**src/rtl/sparse_sched_pkg.sv**
```systemverilog
// Shared types and helpers for the sparse match scheduler.
// Default geometry: 32-bit sparsemap words, 8 words per chunk, 10-bit nonzero-data addresses.
// Helper functions work on a fixed WIN_MAX-wide vector. Callers zero-extend narrower words
// and truncate the results, so WIN may be any power of 2 from 4 to WIN_MAX.
package sparse_sched_pkg;

  localparam int WIN_DEF   = 32;
  localparam int DEPTH_DEF = 8;
  localparam int NZ_AW_DEF = 10;

  localparam int SM_AW_DEF = $clog2(DEPTH_DEF);
  localparam int POS_W_DEF = $clog2(WIN_DEF);
  localparam int CNT_W_DEF = $clog2(WIN_DEF) + 1;

  localparam int WIN_MAX   = 64;
  localparam int POS_MAX_W = 6;
  localparam int CNT_MAX_W = 7;

  typedef enum logic [1:0] {
    ST_IDLE = 2'd0,
    ST_SCAN = 2'd1,
    ST_DONE = 2'd2
  } sched_state_e;

  function automatic logic [CNT_MAX_W-1:0] popcount(input logic [WIN_MAX-1:0] v);
    logic [CNT_MAX_W-1:0] n;
    n = '0;
    for (int i = 0; i < WIN_MAX; i++) begin
      n = n + CNT_MAX_W'(v[i]);
    end
    return n;
  endfunction

  // Returns 0 when v is all zero; callers qualify the result with |v.
  function automatic logic [POS_MAX_W-1:0] lowest_set(input logic [WIN_MAX-1:0] v);
    logic [POS_MAX_W-1:0] r;
    r = '0;
    for (int i = WIN_MAX - 1; i >= 0; i--) begin
      if (v[i]) r = POS_MAX_W'(i);
    end
    return r;
  endfunction

endpackage

```
**src/rtl/sparse_word_matcher.sv**
```systemverilog
// Combinational match stage for one sparsemap word pair.
// It finds the lowest position that has not been consumed yet and is nonzero in both words,
// and it gives the IFM and filter nonzero counts below that position.
// word_end is asserted when the word has nothing left, or when the last candidate is being accepted.
module sparse_word_matcher
  import sparse_sched_pkg::*;
#(
  parameter int WIN = WIN_DEF
) (
  input  logic [WIN-1:0]         ifm_sm,
  input  logic [WIN-1:0]         fil_sm,
  input  logic [WIN-1:0]         consumed,
  input  logic                   ready,
  output logic                   cand_any,
  output logic [$clog2(WIN)-1:0] pos,
  output logic [$clog2(WIN):0]   ifm_below,
  output logic [$clog2(WIN):0]   fil_below,
  output logic [$clog2(WIN):0]   ifm_cnt,
  output logic [$clog2(WIN):0]   fil_cnt,
  output logic                   word_end
);

  localparam int PW = $clog2(WIN);
  localparam int CW = $clog2(WIN) + 1;

  logic [WIN-1:0] cand;
  logic [WIN-1:0] below_mask;
  logic           single;

  assign cand       = ifm_sm & fil_sm & ~consumed;
  assign cand_any   = |cand;
  assign pos        = PW'(lowest_set(WIN_MAX'(cand)));
  assign below_mask = (WIN'(1) << pos) - WIN'(1);
  // cand & (cand - 1) clears the lowest set bit; a zero result means only p is left.
  assign single     = ~|(cand & (cand - WIN'(1)));

  assign ifm_below  = CW'(popcount(WIN_MAX'(ifm_sm & below_mask)));
  assign fil_below  = CW'(popcount(WIN_MAX'(fil_sm & below_mask)));
  assign ifm_cnt    = CW'(popcount(WIN_MAX'(ifm_sm)));
  assign fil_cnt    = CW'(popcount(WIN_MAX'(fil_sm)));

  assign word_end   = ~cand_any | (ready & single);

endmodule

```
**src/rtl/sparse_match_scheduler.sv**
```systemverilog
// Sparse match scheduler. It walks one sub-chunk of IFM and filter sparsemap words and
// presents every position that is nonzero in both, lowest position first, through a
// ready/valid handshake. Each match also carries its IFM and filter nonzero-data addresses.
// Optional macro SPARSE_CLK_GATE_EN: the pointer, base and count registers and the consumed
// mask are clocked by latch-gated clocks. Cycle behaviour is unchanged.
//
// state | meaning
// IDLE  | waiting for start_i; sparsemap inputs ignored
// SCAN  | walking words, presenting matches
// DONE  | one-cycle done_o pulse, then IDLE
module sparse_match_scheduler
  import sparse_sched_pkg::*;
#(
  parameter int WIN   = WIN_DEF,
  parameter int DEPTH = DEPTH_DEF,
  parameter int NZ_AW = NZ_AW_DEF
) (
  input  logic                     clk_i,
  input  logic                     rst_i,
  input  logic                     start_i,
  input  logic [$clog2(DEPTH)-1:0] ifm_first_word_i,
  input  logic [$clog2(DEPTH)-1:0] fil_first_word_i,
  input  logic [$clog2(DEPTH):0]   word_cnt_i,
  input  logic [NZ_AW-1:0]         ifm_nz_base_i,
  input  logic [NZ_AW-1:0]         fil_nz_base_i,
  output logic [$clog2(DEPTH)-1:0] ifm_sm_addr_o,
  output logic [$clog2(DEPTH)-1:0] fil_sm_addr_o,
  input  logic [WIN-1:0]           ifm_sm_i,
  input  logic [WIN-1:0]           fil_sm_i,
  output logic                     match_valid_o,
  input  logic                     match_ready_i,
  output logic [$clog2(WIN)-1:0]   match_pos_o,
  output logic [NZ_AW-1:0]         ifm_nz_addr_o,
  output logic [NZ_AW-1:0]         fil_nz_addr_o,
  output logic                     busy_o,
  output logic                     done_o
);

  localparam int AW = $clog2(DEPTH);
  localparam int PW = $clog2(WIN);
  localparam int CW = $clog2(WIN) + 1;

  sched_state_e state_q, state_d;

  logic [AW-1:0]    ifm_ptr_q, ifm_ptr_d;
  logic [AW-1:0]    fil_ptr_q, fil_ptr_d;
  logic [AW:0]      remain_q, remain_d;
  logic [NZ_AW-1:0] ifm_base_q, ifm_base_d;
  logic [NZ_AW-1:0] fil_base_q, fil_base_d;
  logic [WIN-1:0]   consumed_q, consumed_d;
  logic             regs_en;
  logic             cons_en;

  logic             cand_any;
  logic [PW-1:0]    pos;
  logic [CW-1:0]    ifm_below, fil_below, ifm_cnt, fil_cnt;
  logic             word_end;

  logic             in_scan;
  logic             valid;
  logic             hs;
  logic             word_end_scan;

  sparse_word_matcher #(.WIN(WIN)) u_matcher (
    .ifm_sm    (ifm_sm_i),
    .fil_sm    (fil_sm_i),
    .consumed  (consumed_q),
    .ready     (match_ready_i),
    .cand_any  (cand_any),
    .pos       (pos),
    .ifm_below (ifm_below),
    .fil_below (fil_below),
    .ifm_cnt   (ifm_cnt),
    .fil_cnt   (fil_cnt),
    .word_end  (word_end)
  );

  assign in_scan       = (state_q == ST_SCAN);
  assign valid         = in_scan & cand_any;
  assign hs            = valid & match_ready_i;
  assign word_end_scan = in_scan & word_end;

  // Outputs. Match fields are forced to zero while valid is low, so idle and reset read as 0.
  assign ifm_sm_addr_o = ifm_ptr_q;
  assign fil_sm_addr_o = fil_ptr_q;
  assign match_valid_o = valid;
  assign match_pos_o   = valid ? pos : '0;
  assign ifm_nz_addr_o = valid ? (ifm_base_q + NZ_AW'(ifm_below)) : '0;
  assign fil_nz_addr_o = valid ? (fil_base_q + NZ_AW'(fil_below)) : '0;
  assign busy_o        = in_scan;
  assign done_o        = (state_q == ST_DONE);

  // Next state and register updates. start_i overrides any scan in progress.
  always_comb begin
    state_d    = state_q;
    ifm_ptr_d  = ifm_ptr_q;
    fil_ptr_d  = fil_ptr_q;
    remain_d   = remain_q;
    ifm_base_d = ifm_base_q;
    fil_base_d = fil_base_q;
    consumed_d = consumed_q;
    regs_en    = 1'b0;
    cons_en    = 1'b0;
    if (start_i) begin
      ifm_ptr_d  = ifm_first_word_i;
      fil_ptr_d  = fil_first_word_i;
      remain_d   = word_cnt_i;
      ifm_base_d = ifm_nz_base_i;
      fil_base_d = fil_nz_base_i;
      consumed_d = '0;
      regs_en    = 1'b1;
      cons_en    = 1'b1;
      state_d    = (word_cnt_i == '0) ? ST_DONE : ST_SCAN;
    end else begin
      case (state_q)
        ST_SCAN: begin
          if (word_end_scan) begin
            regs_en    = 1'b1;
            ifm_ptr_d  = ifm_ptr_q + AW'(1);
            fil_ptr_d  = fil_ptr_q + AW'(1);
            ifm_base_d = ifm_base_q + NZ_AW'(ifm_cnt);
            fil_base_d = fil_base_q + NZ_AW'(fil_cnt);
            remain_d   = remain_q - (AW+1)'(1);
            // An empty word never has consumed bits set, so only a handshake needs to clear the mask.
            cons_en    = hs;
            consumed_d = '0;
            if (remain_q == (AW+1)'(1)) state_d = ST_DONE;
          end else if (hs) begin
            cons_en    = 1'b1;
            consumed_d = consumed_q | (WIN'(1) << pos);
          end
        end
        ST_DONE: state_d = ST_IDLE;
        default: state_d = ST_IDLE;
      endcase
    end
  end

  // State register.
  always_ff @(posedge clk_i) begin
    if (rst_i) state_q <= ST_IDLE;
    else       state_q <= state_d;
  end

`ifdef SPARSE_CLK_GATE_EN
  logic gate0_en_l;
  logic gate1_en_l;
  logic gated_clk_0_w;
  logic gated_clk_1_w;

  // Enables are captured while clk_i is low, so the gated clocks cannot glitch in the high phase.
  always_latch begin
    if (!clk_i) begin
      gate0_en_l <= rst_i | regs_en;
      gate1_en_l <= rst_i | cons_en;
    end
  end

  assign gated_clk_0_w = clk_i & gate0_en_l;
  assign gated_clk_1_w = clk_i & gate1_en_l;

  // Pointer, base and count registers on the gated clock.
  always_ff @(posedge gated_clk_0_w) begin
    if (rst_i) begin
      ifm_ptr_q  <= '0;
      fil_ptr_q  <= '0;
      remain_q   <= '0;
      ifm_base_q <= '0;
      fil_base_q <= '0;
    end else begin
      ifm_ptr_q  <= ifm_ptr_d;
      fil_ptr_q  <= fil_ptr_d;
      remain_q   <= remain_d;
      ifm_base_q <= ifm_base_d;
      fil_base_q <= fil_base_d;
    end
  end

  // Consumed mask on its own gated clock.
  always_ff @(posedge gated_clk_1_w) begin
    if (rst_i) consumed_q <= '0;
    else       consumed_q <= consumed_d;
  end
`else
  // Pointer, base and count registers.
  always_ff @(posedge clk_i) begin
    if (rst_i) begin
      ifm_ptr_q  <= '0;
      fil_ptr_q  <= '0;
      remain_q   <= '0;
      ifm_base_q <= '0;
      fil_base_q <= '0;
    end else if (regs_en) begin
      ifm_ptr_q  <= ifm_ptr_d;
      fil_ptr_q  <= fil_ptr_d;
      remain_q   <= remain_d;
      ifm_base_q <= ifm_base_d;
      fil_base_q <= fil_base_d;
    end
  end

  // Consumed mask.
  always_ff @(posedge clk_i) begin
    if (rst_i)        consumed_q <= '0;
    else if (cons_en) consumed_q <= consumed_d;
  end
`endif

endmodule

```
**config.mk**
```make
export PLATFORM = sky130hd
export DESIGN_NAME = sparse_match_scheduler
export DESIGN_NICKNAME = d
export VERILOG_FILES = /design/src/rtl/sparse_sched_pkg.sv /design/src/rtl/sparse_word_matcher.sv /design/src/rtl/sparse_match_scheduler.sv
export SDC_FILE = /design/constraint.sdc
export NUM_CORES = 1
export LEC_CHECK = 0
export CAP_MARGIN = 10
export CORE_ASPECT_RATIO = 1.5
export CORE_MARGIN = 3
export CORE_UTILIZATION = 58
export CTS_BUF_LIST = sky130_fd_sc_hd__clkbuf_4
export DETAILED_ROUTE_END_ITERATION = 6
export GPL_TIMING_DRIVEN = 0
export PLACE_DENSITY = 0.84
export REMOVE_ABC_BUFFERS = 1
export SYNTH_ARGS = -nofsm -noshare
export SYNTH_HDL_FRONTEND = slang
export SYNTH_SLANG_ARGS = --single-unit
```
**constraint.sdc**
```tcl
create_clock -name clk_i -period 13.5 [get_ports clk_i]
set_clock_uncertainty 0.2 [all_clocks]
set_input_delay 1.35 -clock clk_i [delete_from_list [all_inputs] [get_ports clk_i]]
set_output_delay 1.35 -clock clk_i [all_outputs]
set_load 0.005 [all_outputs]
```
==> results of run 1 <==
## stage by stage
step	hold slack [ps]	util	total power, mW	worst slack (ps)
CTS	280	0.705	2.41	12.8
global placement	238	0.690	2.19	-117
detailed placement	252	0.695	2.25	-187
finish	282	0.707	2.41	443
global route	307	0.707	2.67	84.9
floorplan	228	-	1.69	2610
## metal layers
layer / wire length (um) / part of all wire
met1: 10700 / 0.33
met2: 15500 / 0.48
met3: 2680 / 0.083
met4: 3220 / 0.10
met5: 0 / 0
## layout make-up
cell class              count  area, um^2
clock buffers               9        67.6
clock inverters             7        70.1
fillers                  1240        4430
inverters                 159         597
multi-input cells         848        7030
flip-flops and latches     64        1280
well taps                 199         249
repair buffers            138        1420
## kinds of logic after synthesis
group	after synthesis	share of synthesized area
xor gates and xnor gates	46	0.0446
AOI/OAI and AO/OA	248	0.184
adders and majority gates	162	0.308
other	1	0.000416
muxes	11	0.0122
buffers and inverters	191	0.0825
and+or+nand+nor	379	0.227
DFF	64	0.142
## final timing paths
kind	end	slack [ps]	cells past startpoint
worst min-delay path	consumed_q[19]$_SDFFE_PP0P_	280	2
worst max-delay path	fil_nz_addr_o[9]	440	34
worst min register to register	consumed_q[19]$_SDFFE_PP0P_	280	2
worst max register to register	consumed_q[4]$_SDFFE_PP0P_	8580	10
## power by group through the flow
stage	Sequential [mW]	Combinational, mW	Clock, mW
after floorplan	0.206	1.49	0
after global placement	0.207	1.98	0
after detailed placement	0.207	2.04	0
after CTS	0.203	2.06	0.144
after global routing	0.204	2.32	0.151
final	0.203	2.07	0.145
## flip-flops by register name, indices dropped and copies added, names as in the netlist
| register | cells |
|---|---|
| consumed_q | 32 |
| fil_base_q | 10 |
| fil_sm_addr_o | 3 |
| ifm_base_q | 10 |
| ifm_sm_addr_o | 3 |
| remain_q | 4 |
| state_q | 2 |
## placed cells by master (no fill, tap or decap), types with 15 or more instances in the layout
cell type	instances
nor3_1	17
a31oi_1	15
ha_1	60
inv_1	159
nand3b_1	31
and2_1	16
nand2_1	63
nand3_1	17
dfxtp_1	64
fa_1	100
clkdlybuf4s50_1	131
nor2_1	125
and3b_1	25
xnor2_1	32
nor2b_1	24
a211oi_1	25
a21oi_1	85
o21ai_0	27
## repair_timing
item,CTS,global route
endpoints found under the hold margin,0,0
cloned,0,0
endpoints found under the setup margin,3,7
gates resized for setup,1,7
## worst reg2reg max path: stages, from the launching register on
cell and delay, ps:
dfxtp_1 370, nand3b_1 220, nand4_1 300, nor4_4 630, nand3_1 170, a222oi_1 520
nand4_1 500, buf_8 330, nand2_1 570, a31o_2 820, nor2_1 140
==> reports/qor.txt, run 1 <==
Status -> complete, no violations
Met3 usage -> 0.0866
Vias in the first global route -> 8978
GRT met2 Usage -> 0.632
Clock-pin slew of the registers on the worst-case setup and hold paths -> 120 ps
Count leader, synth -> inv_1
Commonest cells post-synth -> 159 x inv_1, 125 x nor2_1, 100 x fa_1, 85 x a21oi_1, 64 x dfxtp_1
Min-delay worst type -> flop to flop
Final non-filler cell total -> 1424
WL/cell -> 22.6 um
CP top delay family -> adder cells
Largest net degree at the start of global routing -> 34
Crit path buffers/inverters -> 6
Hold_buf cts -> 0
Comb pwr share -> 0.856
Crit path time final -> 13060 ps
Worst VDD drop -> 0.222 mV
I/O Buffers -> 131
Netlist Area Pre-Place -> 9020 um^2
Slew HR -> 0.155
Layout cells sized above 1 -> 0.0506
TritonCTS Sinks -> 64
Gr busiest metal -> met2
Max Cap Viol -> 0
Startpoint types -> primary input
Power share of the sequential group -> 0.084
Crit-path max cell delay -> 650 ps
R2r startpoint -> consumed_q[10]$_SDFFE_PP0P_
Congestion Overflow GR -> 0
Most used cell, CP -> fa_1
Yosys top cell by area -> fa_1
#FFs+latches synth -> 64
Mapped Cells -> 1102
Drt total wl -> 32100 um
DP HPWL -> 26400 um
DR DRC count -> 0
CTS Buf Count -> 9
Initial DRT Pass Iterations -> 6
Fin crit share -> 0.967
Core Footprint -> 15100 um^2
Setup total negative slack -> 0 ps
Clock tree buffer depth -> 2
Gr usage total -> 0.379
Post-CTS Setup Inserts -> 0
Register area share after synthesis -> 0.142
Nets -> 1479
Die Area -> 17100 um^2
# placed instances -> 1406
Part of the power in the clock network -> 0.060
Pint -> 1.20 mW
Starting Density -> 0.596
First-pass GRT wire length -> 49300 um
# diodes -> 0
Psw -> 1.22 mW
Final hold vios -> 0
RD Place Congestion -> 1.07
DR iter-0 viols -> 749
Routed vias/inst -> 6.20
CTS tree -> yes
Asr flop ratio synth -> 0
Total power divided by cell area -> 225 nW/um^2
Die Y -> 159 um
Post-DP Area -> 10500 um^2
Area contributors post-synth -> fa_1 22%, dfxtp_1 14%, ha_1 8.5%
Primary FF master, synth -> dfxtp_1
Top cell type's share of synthesized area -> 0.222
Crit path kind -> primary input to primary output
CP Capture Type -> primary output
Synthesis Warnings -> 0
Static leakage -> 4.64 nW
Slew @ Worst Pin -> 1260 ps
Layout area overhead -> 18.7%
Slew Viols, Final -> 0
Fmax -> 0.0766 GHz
Clock Latency Late Sink -> 470 ps
Switching share of power -> 0.503
Synth cell types -> 65
Post-synth EDFFs -> 0
Fin area -> 10700 um^2
Slowest stage cell, crit path -> fa_1
Mapped Avg Cell Area -> 8.19 um^2
Hold Crit Start -> consumed_q[19]$_SDFFE_PP0P_
Crit path DAT -> 11510 ps
Total vias in the final route -> 8823
Final ANT Viol Nets -> 0
Initial antenna violation count -> 0
Setup violators final -> 0
Critical path required time -> 11950 ps
Worst Setup SP -> fil_sm_i[13]
GR Util met1 -> 0.406
Crit Path Max Fanout -> 11
# H-tree levels -> 3
Root Driver -> clkbuf_4
Die X -> 108 um
RSZ-0062 raised after global routing -> no
# rows -> 55
IO Pins -> 132
(Power assumes the default switching activity.)
==> inputs of run 2 (changes only) <==
--- a/config.mk
+++ b/config.mk
@@ -9,9 +9,9 @@
 export CORE_ASPECT_RATIO = 1.5
 export CORE_MARGIN = 3
-export CORE_UTILIZATION = 58
+export CORE_UTILIZATION = 45
 export CTS_BUF_LIST = sky130_fd_sc_hd__clkbuf_4
 export DETAILED_ROUTE_END_ITERATION = 6
 export GPL_TIMING_DRIVEN = 0
-export PLACE_DENSITY = 0.84
+export PLACE_DENSITY = 0.68
 export REMOVE_ABC_BUFFERS = 1
 export SYNTH_ARGS = -nofsm -noshare
--- a/constraint.sdc
+++ b/constraint.sdc
@@ -3,3 +3,3 @@
 set_input_delay 1.35 -clock clk_i [delete_from_list [all_inputs] [get_ports clk_i]]
 set_output_delay 1.35 -clock clk_i [all_outputs]
-set_load 0.005 [all_outputs]
+set_load 0.05 [all_outputs]
==> reports/qor.txt, run 2 (synthesis gave the netlist of run 1 again) <==
Status -> complete, no violations
Die Area -> 21800 um^2
Worst VDD drop -> 0.167 mV
IO Pins -> 132
Total vias in the final route -> 8695
Slew Viols, Final -> 0
Vias in the first global route -> 9026
Max reg flops -> 32
Core Footprint -> 19400 um^2
Clock Latency Late Sink -> 470 ps
Crit-path max cell delay -> 850 ps
Routed length on met3 -> 2270 um
Layout area overhead -> 19.2%
Routed vias/inst -> 5.88
Largest regs -> consumed_q (32), fil_base_q (10), ifm_base_q (10)
DR iter-0 viols -> 656
DR DRC count -> 0
Die Y -> 179 um
Starting Density -> 0.465
Worst hold slack -> 278 ps
Fmax -> 0.0765 GHz
Flop2flop setup slack -> 8640 ps
Tot Pwr -> 2.52 mW
CP Capture Type -> primary output
CTS Buf Count -> 9
Setup total negative slack -> 0 ps
Final hold vios -> 0
WL/cell -> 22.2 um
Core Util, Final -> 0.555
Hold_buf cts -> 0
Gr usage total -> 0.305
Crit path kind -> primary input to primary output
Clock-pin slew of the registers on the worst-case setup and hold paths -> 130 ps
Root Driver -> clkbuf_4
Crit Path Max Fanout -> 11
Max Used Layer -> met4
Total power divided by cell area -> 234 nW/um^2
Filler instances -> 1894
Startpoint types -> primary input
# H-tree levels -> 3
Slew HR -> 0.218
Slowest stage cell, crit path -> clkdlybuf4s50_1
Initial antenna violation count -> 0
Place WS -> -525 ps
Wire length on met1 -> 11800 um
Layout cells sized above 1 -> 0.0524
Area occupied by multi-input gates -> 7050 um^2
Drt total wl -> 32800 um
TritonCTS Sinks -> 64
Nets -> 1476
Wire length on met2 -> 15900 um
# diodes -> 0
Initial DRT Pass Iterations -> 7
Congestion Overflow GR -> 0
Largest net degree at the start of global routing -> 53
RD Place Congestion -> 0.959
CTS tree -> yes
# resized after CTS -> 8
Fin crit share -> 0.969
Static leakage -> 4.66 nW
Most used cell, CP -> fa_1
Max Cap Viol -> 0
DP HPWL -> 27100 um
First-pass GRT wire length -> 50900 um
Setup slack after layout -> 420 ps
RSZ-0062 raised after global routing -> no
Reg area -> 1280 um^2
# rows -> 62
Clock tree buffer depth -> 2
Most common cell after layout, fill and taps aside -> inv_1
Post-CTS Setup Inserts -> 0
Crit path time final -> 13080 ps
Min-delay worst type -> flop to flop
Setup violators final -> 0
Final ANT Viol Nets -> 0
Die X -> 122 um
I/O Buffers -> 131
Critical path required time -> 11950 ps
Most frequent cells in the layout -> 158 x inv_1, 125 x clkdlybuf4s50_1, 124 x nor2_1, 100 x fa_1, 85 x a21oi_1
Largest Register -> consumed_q
Slew @ Worst Pin -> 1160 ps
Crit path DAT -> 11530 ps
## run 2: changes by cell type in the layout (fill, tap and decap cells not counted), sizes merged
cell and change:
buf -3, clkinv -2, dlymetal6s2s +2, clkbuf +2, inv +1, clkinvlp +1
clkdlybuf4s15 +2, clkdlybuf4s50 -6
## run 2: area by class of cell
cell class	count	area share
Tap cell	256	0.0298
Timing Repair Buffer	135	0.127
Clock inverter	7	0.00733
Sequential cell	64	0.119
Multi-Input combinational cell	848	0.655
Clock buffer	9	0.00628
Inverter	159	0.0555
## run 2: routing by layer
| layer | global-route usage | vias to the layer above |
|---|---|---|
| li1 | - | 3986 |
| met1 | 0.345 | 4174 |
| met2 | 0.514 | 402 |
| met3 | 0.0481 | 133 |
| met4 | 0.220 | 0 |
| met5 | 0 | - |
## run 2: final timing paths
path | from | to | cells past startpoint
worst max register to register | consumed_q[16]$_SDFFE_PP0P_ | consumed_q[13]$_SDFFE_PP0P_ | 11
worst min-delay path | consumed_q[4]$_SDFFE_PP0P_ | consumed_q[4]$_SDFFE_PP0P_ | 2
worst min register to register | consumed_q[4]$_SDFFE_PP0P_ | consumed_q[4]$_SDFFE_PP0P_ | 2
worst max-delay path | fil_sm_i[20] | fil_nz_addr_o[5] | 32
## run 2: power breakdown
group | switching (mW) | internal, mW | leakage [nW]
clock | 0.0926 | 0.0581 | 0.0744
sequential | 0.00708 | 0.196 | 0.524
combinational | 1.23 | 0.934 | 4.06
## run 2: per-stage QoR
step	cell area, um^2	cells
after floorplan	8880	1071
after global placement	10500	1458
after detailed placement	10600	1461
after CTS	10700	1477
after global routing	10800	1478
final	10800	1478
## run 2: critical path, delay by kind of cell
kind,cells,cell delay (ps)
xor gates and xnor gates,1,290
buffers and inverters,6,1760
and+or+nand+nor,8,1810
AOI/OAI and AO/OA,7,1500
adders and majority gates,10,4790
